===== config.mk =====
export PLATFORM = sky130hd
export DESIGN_NAME = gate_share_sched
export DESIGN_NICKNAME = d
export VERILOG_FILES = /design/src/rtl/gate_share_pkg.sv /design/src/rtl/gate_share_sched_rr_pick.sv /design/src/rtl/gate_share_sched.sv
export SDC_FILE = /design/constraint.sdc
export NUM_CORES = 1
export LEC_CHECK = 0
export CAP_MARGIN = 10
export CORE_MARGIN = 2
export CORE_UTILIZATION = 40
export CTS_BUF_LIST = sky130_fd_sc_hd__clkbuf_2
export CTS_CLUSTER_DIAMETER = 40
export CTS_CLUSTER_SIZE = 24
export DETAILED_ROUTE_END_ITERATION = 7
export DONT_BUFFER_PORTS = 1
export GPL_ROUTABILITY_DRIVEN = 0
export MAX_ROUTING_LAYER = met4
export PLACE_DENSITY = 0.51
export REMOVE_ABC_BUFFERS = 1
export SETUP_SLACK_MARGIN = 0.3
export SLEW_MARGIN = 20
export SYNTH_ARGS = -nofsm -noshare
export SYNTH_HDL_FRONTEND = slang
export SYNTH_HIERARCHICAL = 1
export SYNTH_SLANG_ARGS = --single-unit

===== constraint.sdc =====
create_clock -name clk -period 3.8 [get_ports clk]
set_clock_uncertainty 0.2 [all_clocks]
set_input_delay 0.76 -clock clk [delete_from_list [all_inputs] [get_ports clk]]
set_output_delay 0.76 -clock clk [all_outputs]
set_load 0.02 [all_outputs]

===== src/rtl/gate_share_pkg.sv =====
// Shared definitions for the gate_share_sched scheduler family:
// FSM state encoding and default configuration constants.
package gate_share_pkg;

   // Default number of requesters and settle interval (cycles).
   localparam int unsigned DEF_N      = 4;
   localparam int unsigned DEF_SETTLE = 2;

   // Scheduler FSM state encoding.
   typedef logic [1:0] state_t;
   localparam state_t ST_IDLE    = 2'd0;
   localparam state_t ST_SETTLE  = 2'd1;
   localparam state_t ST_CAPTURE = 2'd2;

endpackage


===== src/rtl/gate_share_sched_rr_pick.sv =====
// rr_pick: combinational round-robin selector. Returns the first set
// request bit at or above ptr, wrapping around to bit 0.
module rr_pick
   import gate_share_pkg::*;
#(
   parameter int unsigned N   = DEF_N,
   parameter int unsigned IDW = $clog2(N)
) (
   input  logic [N-1:0]   req,
   input  logic [IDW-1:0] ptr,
   output logic           valid,
   output logic [IDW-1:0] id
);

   // Scan N positions starting at ptr; the first hit wins.
   always_comb begin
      int unsigned k;
      valid = 1'b0;
      id    = '0;
      k     = 0;
      for (int unsigned i = 0; i < N; i++) begin
         k = int'(ptr) + i;
         if (k >= N) k = k - N;
         if (!valid && req[k[IDW-1:0]]) begin
            valid = 1'b1;
            id    = k[IDW-1:0];
         end
      end
   end

endmodule


===== src/rtl/gate_share_sched.sv =====
// gate_share_sched: time-shares one external gate_and cell among N
// requesters. A round-robin winner's operands are driven onto the cell
// for SETTLE cycles, the cell output is sampled, and the result is
// returned with a one-cycle gnt/rsp_valid pulse.
// Optional feature: define GATE_SHARE_SELFCHECK_EN to compare each sample
// against the driven a&b and raise a sticky err on mismatch (incl. x/z).
module gate_share_sched
   import gate_share_pkg::*;
#(
   parameter int unsigned N      = DEF_N,
   parameter int unsigned SETTLE = DEF_SETTLE
) (
   input  logic                 clk,
   input  logic                 rst,
   input  logic [N-1:0]         req,
   input  logic [N-1:0]         a,
   input  logic [N-1:0]         b,
   output logic [N-1:0]         gnt,
   output logic                 rsp_valid,
   output logic [$clog2(N)-1:0] rsp_id,
   output logic                 rsp_data,
   output logic                 busy,
   output logic                 gate_inp1,
   output logic                 gate_inp2,
   input  logic                 gate_out,
   output logic                 err
);

   localparam int unsigned IDW = $clog2(N);
   localparam int unsigned CW  = $clog2(SETTLE + 1);

   state_t         state;
   logic [CW-1:0]  cnt;
   logic [IDW-1:0] id_q;
   logic [IDW-1:0] ptr;
   logic           pick_valid;
   logic [IDW-1:0] pick_id;
   logic           last_settle;

   rr_pick #(
      .N   (N),
      .IDW (IDW)
   ) u_pick (
      .req   (req),
      .ptr   (ptr),
      .valid (pick_valid),
      .id    (pick_id)
   );

   assign busy        = (state != ST_IDLE);
   assign last_settle = (state == ST_SETTLE) && (cnt == CW'(1));

   // Scheduler FSM. gate_inp1/2 double as the latched operand pair: they
   // are loaded at selection, held through SETTLE and cleared on capture.
   always_ff @(posedge clk) begin
      if (rst) begin
         state     <= ST_IDLE;
         cnt       <= '0;
         id_q      <= '0;
         ptr       <= '0;
         gnt       <= '0;
         rsp_valid <= 1'b0;
         rsp_id    <= '0;
         rsp_data  <= 1'b0;
         gate_inp1 <= 1'b0;
         gate_inp2 <= 1'b0;
      end else begin
         gnt       <= '0;
         rsp_valid <= 1'b0;
         case (state)
            ST_IDLE: begin
               if (pick_valid) begin
                  id_q      <= pick_id;
                  gate_inp1 <= a[pick_id];
                  gate_inp2 <= b[pick_id];
                  cnt       <= CW'(SETTLE);
                  state     <= ST_SETTLE;
               end
            end
            ST_SETTLE: begin
               cnt <= cnt - CW'(1);
               if (last_settle) begin
                  rsp_data  <= gate_out;
                  rsp_valid <= 1'b1;
                  gnt       <= N'(1) << id_q;
                  rsp_id    <= id_q;
                  gate_inp1 <= 1'b0;
                  gate_inp2 <= 1'b0;
                  state     <= ST_CAPTURE;
               end
            end
            ST_CAPTURE: begin
               ptr   <= (id_q == IDW'(N - 1)) ? '0 : id_q + IDW'(1);
               state <= ST_IDLE;
            end
            default: state <= ST_IDLE;
         endcase
      end
   end

`ifdef GATE_SHARE_SELFCHECK_EN
   // Sticky self-check. The compare is evaluated on the same edge that
   // captures the sample, so err is already high during the CAPTURE cycle.
   always_ff @(posedge clk) begin
      if (rst) begin
         err <= 1'b0;
      end else if (last_settle && (gate_out !== (gate_inp1 & gate_inp2))) begin
         err <= 1'b1;
      end
   end
`else
   assign err = 1'b0;
`endif

endmodule


Word-level counts from Yosys, hierarchy flattened
Cells that the tools add are included.
Storage, ports and cells
  word-level logic and storage cells: 90
  output and inout bits: 12
  input port bits: 15
  register bits: 18
Operators by class
  equality and inequality tests: 6
  bitwise gates (word level): 2
  magnitude comparators: 9
  shift operators: 1
  add/sub/neg operators: 9
  reduce and logical (&&, ||, !) cells: 17
  multiplexer cells: 36
Operators by type and width (number)
  2-bit two-way mux: 12
  2-bit by 3-bit < comparator with 1-bit output (second input constant): 5
  1-bit two-way mux: 14
  1-bit binary-select mux with 2-bit select: 6
  2-bit by 1-bit subtractor with 2-bit output (second input constant): 5
  3-bit greater-or-equal comparator (second input constant): 3
  2-bit one-hot mux with 2 select lines: 2
  2-bit AND reduction: 4
  2-bit by 2-bit adder with 3-bit output (second input constant): 2
  2-bit by 1-bit == test with 1-bit output (second input constant): 2
  2-bit == test (second input constant): 2
  1-bit logical AND: 4
  2-bit != test (second input constant): 2
  1-bit one-hot mux with 2 select lines: 2
  2-bit nonzero test: 2
  1-bit by 2-bit << shifter with 4-bit output (first input constant): 1
  2-bit by 1-bit adder with 3-bit output (second input constant): 1
  2-bit by 3-bit greater-or-equal comparator with 1-bit output (second input constant): 1
  1-bit logical NOT: 3
  3-bit AND reduction: 1
  3-bit OR reduction: 1
  2-bit by 1-bit adder with 2-bit output (second input constant): 1
  2-bit logical NOT: 1
  1-bit NOT: 2
  2-bit OR reduction: 1

Longest topological paths before layout
Gate-level depths: netlist (run 1).
  word-level depth: 18
  mapped depth: 6
  depth with buffers taken out: 6

Cells and area by module
The synthesis (run 1) kept the hierarchy.
By module, submodules not included
  gate_share_sched: area an instance 740.7 um2, cells each 73, sequential area each 360.3 um2, times used 1
  rr_pick: area an instance 77.6 um2, cells each 15, sequential area each 0.0 um2, times used 1

Worst setup path before layout (run 1)
No wires, ideal clock.
  kind: input to register
  start point: input port req[1]
  end point: register gate_inp1
  required time: 3.468 ns
  path buffers: 0
  setup time: 0.132 ns
  stages on the path: 6
  data arrival time: 2.059 ns
  path slack: 1.409 ns
  cell sequence: inv_1 a221o_1 a21oi_1 mux4_2 nand2_1 a21oi_1
On the way
  word-level cells in the longest chain between the ends: 16
  elaborated cells between the ends (all ways): 28
  those cells by class: eq/ne (1); mux (20); reduce/logical (7)
Ends and longest elaborated chain
  from (decl): RTL line gate_share_sched.sv:15  | input logic [N-1:0] req,
  1-bit binary-select mux with 2-bit select: RTL line gate_share_sched_rr_pick.sv:24  | if (!valid && req[k[IDW-1:0]]) begin
  1-bit two-way mux (not written as such): RTL line gate_share_sched_rr_pick.sv:24
  1-bit two-way mux: RTL line gate_share_sched_rr_pick.sv:24
  1-bit logical NOT: RTL line gate_share_sched_rr_pick.sv:24
  1-bit logical AND: RTL line gate_share_sched_rr_pick.sv:24
  1-bit two-way mux: RTL line gate_share_sched_rr_pick.sv:24
  1-bit logical NOT: RTL line gate_share_sched_rr_pick.sv:24
  1-bit logical AND: RTL line gate_share_sched_rr_pick.sv:24
  1-bit two-way mux: RTL line gate_share_sched_rr_pick.sv:24
  1-bit logical NOT: RTL line gate_share_sched_rr_pick.sv:24
  1-bit logical AND: RTL line gate_share_sched_rr_pick.sv:24
  2-bit two-way mux (*): RTL line gate_share_sched_rr_pick.sv:24
  named net pick_id[0]: RTL line gate_share_sched.sv:37  | logic [IDW-1:0] pick_id;
  1-bit binary-select mux with 2-bit select (*): RTL line gate_share_sched.sv:74  | gate_inp1 <= a[pick_id];
  1-bit two-way mux (not written as such) (*): RTL line gate_share_sched.sv:74
  1-bit two-way mux (*): RTL line gate_share_sched.sv:72  | if (pick_valid) begin
  1-bit one-hot mux with 2 select lines (*): RTL line gate_share_sched.sv:70  | case (state)
  to (signal assigned): RTL line gate_share_sched.sv:74
  to (decl): RTL line gate_share_sched.sv:23  | output logic gate_inp1,
The timed path passes the listed nets; every way through them passes the cells marked *. The select of a mux whose other input is x is not followed.
A chain may end at the register's enable or synchronous reset.

Final worst setup path (run 1)
Ends and elaborated chain as after synthesis.

==> results of run 1 <==
==> layer usage <==
| layer | vias up | GRT usage | wire length, um |
|---|---|---|---|
| met5 | - | - | 0 |
| met4 | 0 | 0.01429 | 0 |
| met3 | 0 | 0.07055 | 109 |
| met2 | 17 | 0.2275 | 648 |
| met1 | 274 | 0.1696 | 684 |
| li1 | 298 | - | - |
==> final cells by class <==
cell class                      instances  share of cell area
Multi-Input combinational cell         57              0.4701
Sequential cell                        18              0.4311
Tap cell                               27             0.04042
Inverter                                8             0.03593
Clock buffer                            3             0.01796
Clock inverter                          1            0.004491
==> critical path, stage by stage <==
cell and delay [ns]:
inv_1 0.03, a221o_1 0.33, a21oi_1 0.31, mux4_2 0.55
nand2_1 0.09, a21oi_1 0.06
==> stage by stage <==
| stage | utilization | instances | area (sq um) | power (W) |
|---|---|---|---|---|
| after floorplan | - | 83 | 783.3 | 0.0002464 |
| after global placement | 0.4207 | 110 | 817.0 | 0.0002532 |
| after detailed placement | 0.4207 | 110 | 817.0 | 0.0002539 |
| after CTS | 0.4304 | 114 | 835.8 | 0.0003354 |
| after global routing | 0.4304 | 114 | 835.8 | 0.0003485 |
| final | 0.4304 | 114 | 835.8 | 0.0003274 |
==> flip-flops by register name, indices dropped and copies added, names as in the netlist <==
name       cells
gnt            4
cnt            2
id_q           2
ptr            2
rsp_id         2
state          2
gate_inp1      1
gate_inp2      1
rsp_data       1
rsp_valid      1
==> path summary, 6_finish.rpt <==
path	slack [ns]	start	to	depth (start not counted)
min	0.29	cnt[0]	cnt[0]	1
max reg2reg	1.71	ptr[0]	gate_inp1	6
max	1.66	req[1]	gate_inp1	6
min reg2reg	0.29	cnt[0]	cnt[0]	1
==> synth_stat cells, drive strengths merged (2+ instances only) <==
cell type | n | share of area
nand2b | 2 | 0.024
ha | 2 | 0.031
nor2 | 8 | 0.040
nand3 | 3 | 0.018
mux4 | 2 | 0.055
a21oi | 10 | 0.061
mux2i | 5 | 0.061
nor3b | 2 | 0.018
nor3 | 2 | 0.012
buf | 4 | 0.038
inv | 8 | 0.037
nand2 | 7 | 0.032
dfxtp | 18 | 0.44
nor4b | 2 | 0.021
==> where the power goes <==
group	internal, W	switching [W]	total, W
Clock	0.0000229	0.0000555	0.0000784
Sequential	0.000198	0.0000136	0.000211
Combinational	0.0000192	0.0000186	0.0000378
==> kinds of logic (layout without fill, tap and decap cells) <==
group	after synthesis	in the layout	share of synthesized area
compound gates	15	15	0.1116
buf+inv	13	12	0.07950
other cells	1	1	0.004583
flops	18	18	0.4404
mux	7	7	0.1162
simple gates	32	32	0.2172
fa+ha+maj	2	2	0.03058
==> qor.txt, run 1 <==
status -> completed
post-detailed-route via-to-cell ratio -> 5.167
most frequent cells in the layout -> 18 x dfxtp_1, 10 x a21oi_1, 7 x inv_1, 7 x nor2_1, 7 x nand2_1
minimum clock period -> 2.135 ns
Synth cell types -> 32
Mapped Cells -> 88
Iteration-0 DRC Markers -> 8
Die H -> 49.23 um
max cap viols -> 0
Multi-input gate area -> 392.9 sq um
GRT overflow -> 0
vias in the first global route -> 627
critical path peak fanout -> 3
largest net degree at the start of global routing -> 18
share of cells above drive strength 1 -> 0.1149
vias -> 589
routed wire length -> 1.442 mm
TritonCTS clock tree -> built
Setup CP Type -> input port to flip-flop
diodes inserted -> 0
Initial Utilization -> 0.4214
Fin. Hold Viols -> 0
FP Rows -> 16
Seq. cell area -> 360.3 sq um
nets -> 105
WHS -> 0.2887 ns
fillers -> 211
full die area -> 0.002424 sq mm
CTS Hold Bufs -> 0
Synth warnings -> 6
setup TNS -> 0 ns
cts bufs inserted -> 3
worst skew pair latency -> 0.29 ns
Post-synth EDFFs -> 0
count of TritonRoute iterations in the first routing pass -> 2
#FFs+latches synth -> 18
initial antenna violation count -> 0
number of I/O port buffers -> 0
Max Clk Rate -> 468.3 MHz
area grow syn2layout -> 2.141%
PostCTS Resize Cnt -> 0
# DRC -> 0
Crit path required time -> 3.79 ns
post-synthesis sequential area ratio -> 0.4404
CP arrival -> 2.13 ns
Worst-path clk slew -> 0.17 ns
Clock Sinks -> 18
worst vdd ir -> 0.0002737 V
RSZ-0062 raised after global routing -> false
most common cell after layout, fill and taps aside -> dfxtp_1
htree depth -> 1
final setup margin -> 1.665 ns
Placeable Area -> 0.001942 sq mm
Final ANT Viol Nets -> 0
first-pass GRT wire length -> 2.649 mm
Worst setup EP type -> flip-flop
crit path launch type -> input port
post-synthesis async set-or-reset flop share -> 0
PwrDens -> 391.7 mW/mm^2
average cell area after synthesis -> 9.299 sq um
final setup vio count -> 0
synthesized area -> 818.3 sq um
I/O Pins -> 27
die width -> 49.23 um
HP Class -> flip-flop to flip-flop
pre-CTS WS -> 1.325 ns
drt wl/cell -> 12.65 um
Clock Tree Buf Depth -> 2
Final Cycle Share -> 0.5619
GRT Overall Usage -> 0.1434
Root Buffer Master -> clkbuf_2
hpwl dp -> 1.054 mm
ys flop type -> dfxtp_1
Pleak -> 0.3506 nW
setup repair bufs after CTS -> 0
Max Slew Vio Count -> 0
No activity file was read; power rests on OpenSTA's default activity.
==> inputs of run 2 (changes only) <==
==> constraint.sdc (replaced) <==
create_clock -name clk -period 2.2 [get_ports clk]
set_clock_uncertainty 0.2 [all_clocks]
set_input_delay 0.44 -clock clk [delete_from_list [all_inputs] [get_ports clk]]
set_output_delay 0.44 -clock clk [all_outputs]
set_load 0.02 [all_outputs]
==> qor.txt, run 2 (synthesis results as in run 1) <==
Multi-input gate area -> 409.1 sq um (+4.1%)
Worst setup EP type -> flip-flop
Max Clk Rate -> 524.9 MHz
clock share of power -> 0.234 (-0.005)
pre-CTS WS -> 0.01826 ns (-1.307 ns)
Root Buffer Master -> clkbuf_2
Final Cycle Share -> 0.8660
diodes inserted -> 0 (unchanged)
Reg power frac -> 0.624 (-0.021)
GRT Overall Usage -> 0.1518 (+0.008369)
Buf/Inv on CP -> 1 (unchanged)
Psw -> 0.0001580 W (+80%)
slowest stage delay, CP -> 0.52 ns (-0.03 ns)
final setup margin -> 0.2947 ns (-1.370 ns)
Hold Crit Start -> rst
fillers -> 210 (-0.47%)
most frequent cells in the layout -> 14 x dfxtp_1, 9 x a21oi_1, 7 x inv_1
CP arrival -> 1.90 ns (-0.23 ns)
die width -> 49.23 um (unchanged)
sw frac -> 0.2700 (+0.002274)
max cap viols -> 0 (unchanged)
I/O Pins -> 27 (unchanged)
number of I/O port buffers -> 0 (unchanged)
final setup vio count -> 0 (unchanged)
failing checks -> negative hold slack
DP Cell Count -> 111 (+0.91%)
# DRC -> 0 (unchanged)
Gate power share -> 0.142 (+0.027)
Largest register FFs -> 4 (unchanged)
full die area -> 0.002424 sq mm (unchanged)
WHS -> -0.02688 ns (-0.3156 ns)
PwrDens -> 629.5 mW/mm^2 (+61%)
largest net degree at the start of global routing -> 18 (unchanged)
crit path cell chain -> inv_2 -> a221o_1 -> a21oi_4 -> mux4_2 -> nand2_2 -> a21oi_1
crit path launch type -> flip-flop
worst skew pair latency -> 0.30 ns (about the same)
critical path's top delay family -> compound AO/OA/AOI/OAI gates
minimum clock period -> 1.905 ns
first-pass GRT wire length -> 2.787 mm (+5.2%)
GRT overflow -> 0 (unchanged)
WHS Path Cells -> 1 (unchanged)
vias in the first global route -> 660 (+5.3%)
Initial Utilization -> 0.4214 (unchanged)
RSZ-0062 raised after global routing -> true
routed wire length -> 1.578 mm (+9.4%)
hpwl dp -> 1.064 mm (+1.0%)
Clock Tree Buf Depth -> 2 (unchanged)
htree depth -> 1 (unchanged)
R2R cell count -> 6 (unchanged)
TritonCTS clock tree -> built
Placeable Area -> 0.001942 sq mm (unchanged)
worst vdd ir -> 0.0006081 V (+120%)
Crit path required time -> 2.19 ns (-1.60 ns)
Biggest register -> gnt
cts bufs inserted -> 3 (unchanged)
initial antenna violation count -> 0 (unchanged)
setup TNS -> 0 ns (unchanged)
post-detailed-route via-to-cell ratio -> 5.164 (about the same)
CTS Hold Bufs -> 5 (+5)
share of cells above drive strength 1 -> 0.2105 (+0.09558)
Design Area, Final -> 929.6 sq um (+11%)
max_slew headroom -> 0.6603
vias -> 630 (+7.0%)
HP Class -> input port to flip-flop
CP startpoint -> ptr[0]
Finished Layout Cells -> 122 (+7.0%)
Slew @ Worst Pin -> 0.5084 ns
Setup CP Type -> flip-flop to flip-flop
status -> finished with violations
most common cell after layout, fill and taps aside -> dfxtp_1
critical path depth -> 6 (unchanged)
Final ANT Viol Nets -> 0 (unchanged)
Iteration-0 DRC Markers -> 8 (unchanged)
nets -> 113 (+7.6%)
CP max stage cell -> mux4_2
drt wl/cell -> 12.93 um (+2.3%)
Worst-path clk slew -> 0.18 ns (about the same)
Max Slew Vio Count -> 0 (unchanged)
launching point of the worst reg2reg path -> ptr[0]
Clock Sinks -> 18 (unchanged)
area grow syn2layout -> 13.61%
critical path peak fanout -> 3 (unchanged)
internal power -> 0.0004272 W (+78%)
final core occ -> 0.4787 (+0.04833)
Placement Cell Area -> 824.5 sq um (+0.92%)
Pleak -> 0.3975 nW (+13%)
Fin. Hold Viols -> 5 (+5)
FP Rows -> 16 (unchanged)
count of TritonRoute iterations in the first routing pass -> 2 (unchanged)
Seq. cell area -> 365.4 sq um (+1.4%)
Die H -> 49.23 um (unchanged)
==> run 2: cell count changes in the layout (fill, tap and decap cells not counted) <==
cell	delta
dlygate4sd3_1	+5
dfxtp_1	-4
dfxtp_2	+4
buf_4	+3
a21oi_1	-1
a21oi_4	+1
nand2_1	-1
nand2_2	+1
nor2_1	-1
nor2_2	+1
==> run 2: worst paths after layout <==
kind	endpoint	slack (ns)
worst min-delay path	state[1]	-0.03
worst max register to register	gate_inp1	0.29
worst max-delay path	gate_inp1	0.29
worst min register to register	gnt[0]	0.30
==> run 2: final cells by class <==
| cell class | instances | area share |
|---|---|---|
| multi-input cells | 57 | 0.4401 |
| flip-flops and latches | 18 | 0.3930 |
| repair buffers | 8 | 0.07806 |
| well taps | 27 | 0.03634 |
| inverters | 8 | 0.03230 |
| clock buffers | 3 | 0.01615 |
| clock inverters | 1 | 0.004038 |
==> run 2: timing repair <==
item	4_1_cts	5_1_grt
hold endpoints to repair	17	12
gates resized for setup	3	5
endpoints found under the setup margin	2	4
setup buffers	1	1
pin swaps	2	0
==> run 2: through the flow <==
stage,power (W),hold WS (ns)
final,0.0005852,-0.02688
after global routing,0.0006200,-0.07666
after CTS,0.0005905,-0.03883
after detailed placement,0.0004388,0.2653
after global placement,0.0004380,0.2612
after floorplan,0.0004256,0.2385
==> run 2: power by group through the flow <==
stage | sequential [W] | clock [W] | combinational, W
floorplan | 0.000367 | 0 | 0.0000585
global placement | 0.000372 | 0 | 0.0000664
detailed placement | 0.000372 | 0 | 0.0000672
CTS | 0.000365 | 0.000145 | 0.0000808
global route | 0.000369 | 0.000158 | 0.0000933
finish | 0.000365 | 0.000137 | 0.0000828
==> run 2: routing by layer <==
layer,part of all wire,vias up,GRT usage
met5,0,-,-
met3,0.065,0,0.07362
met4,0,0,0.02381
met2,0.47,18,0.2545
li1,-,315,-
met1,0.46,297,0.1648
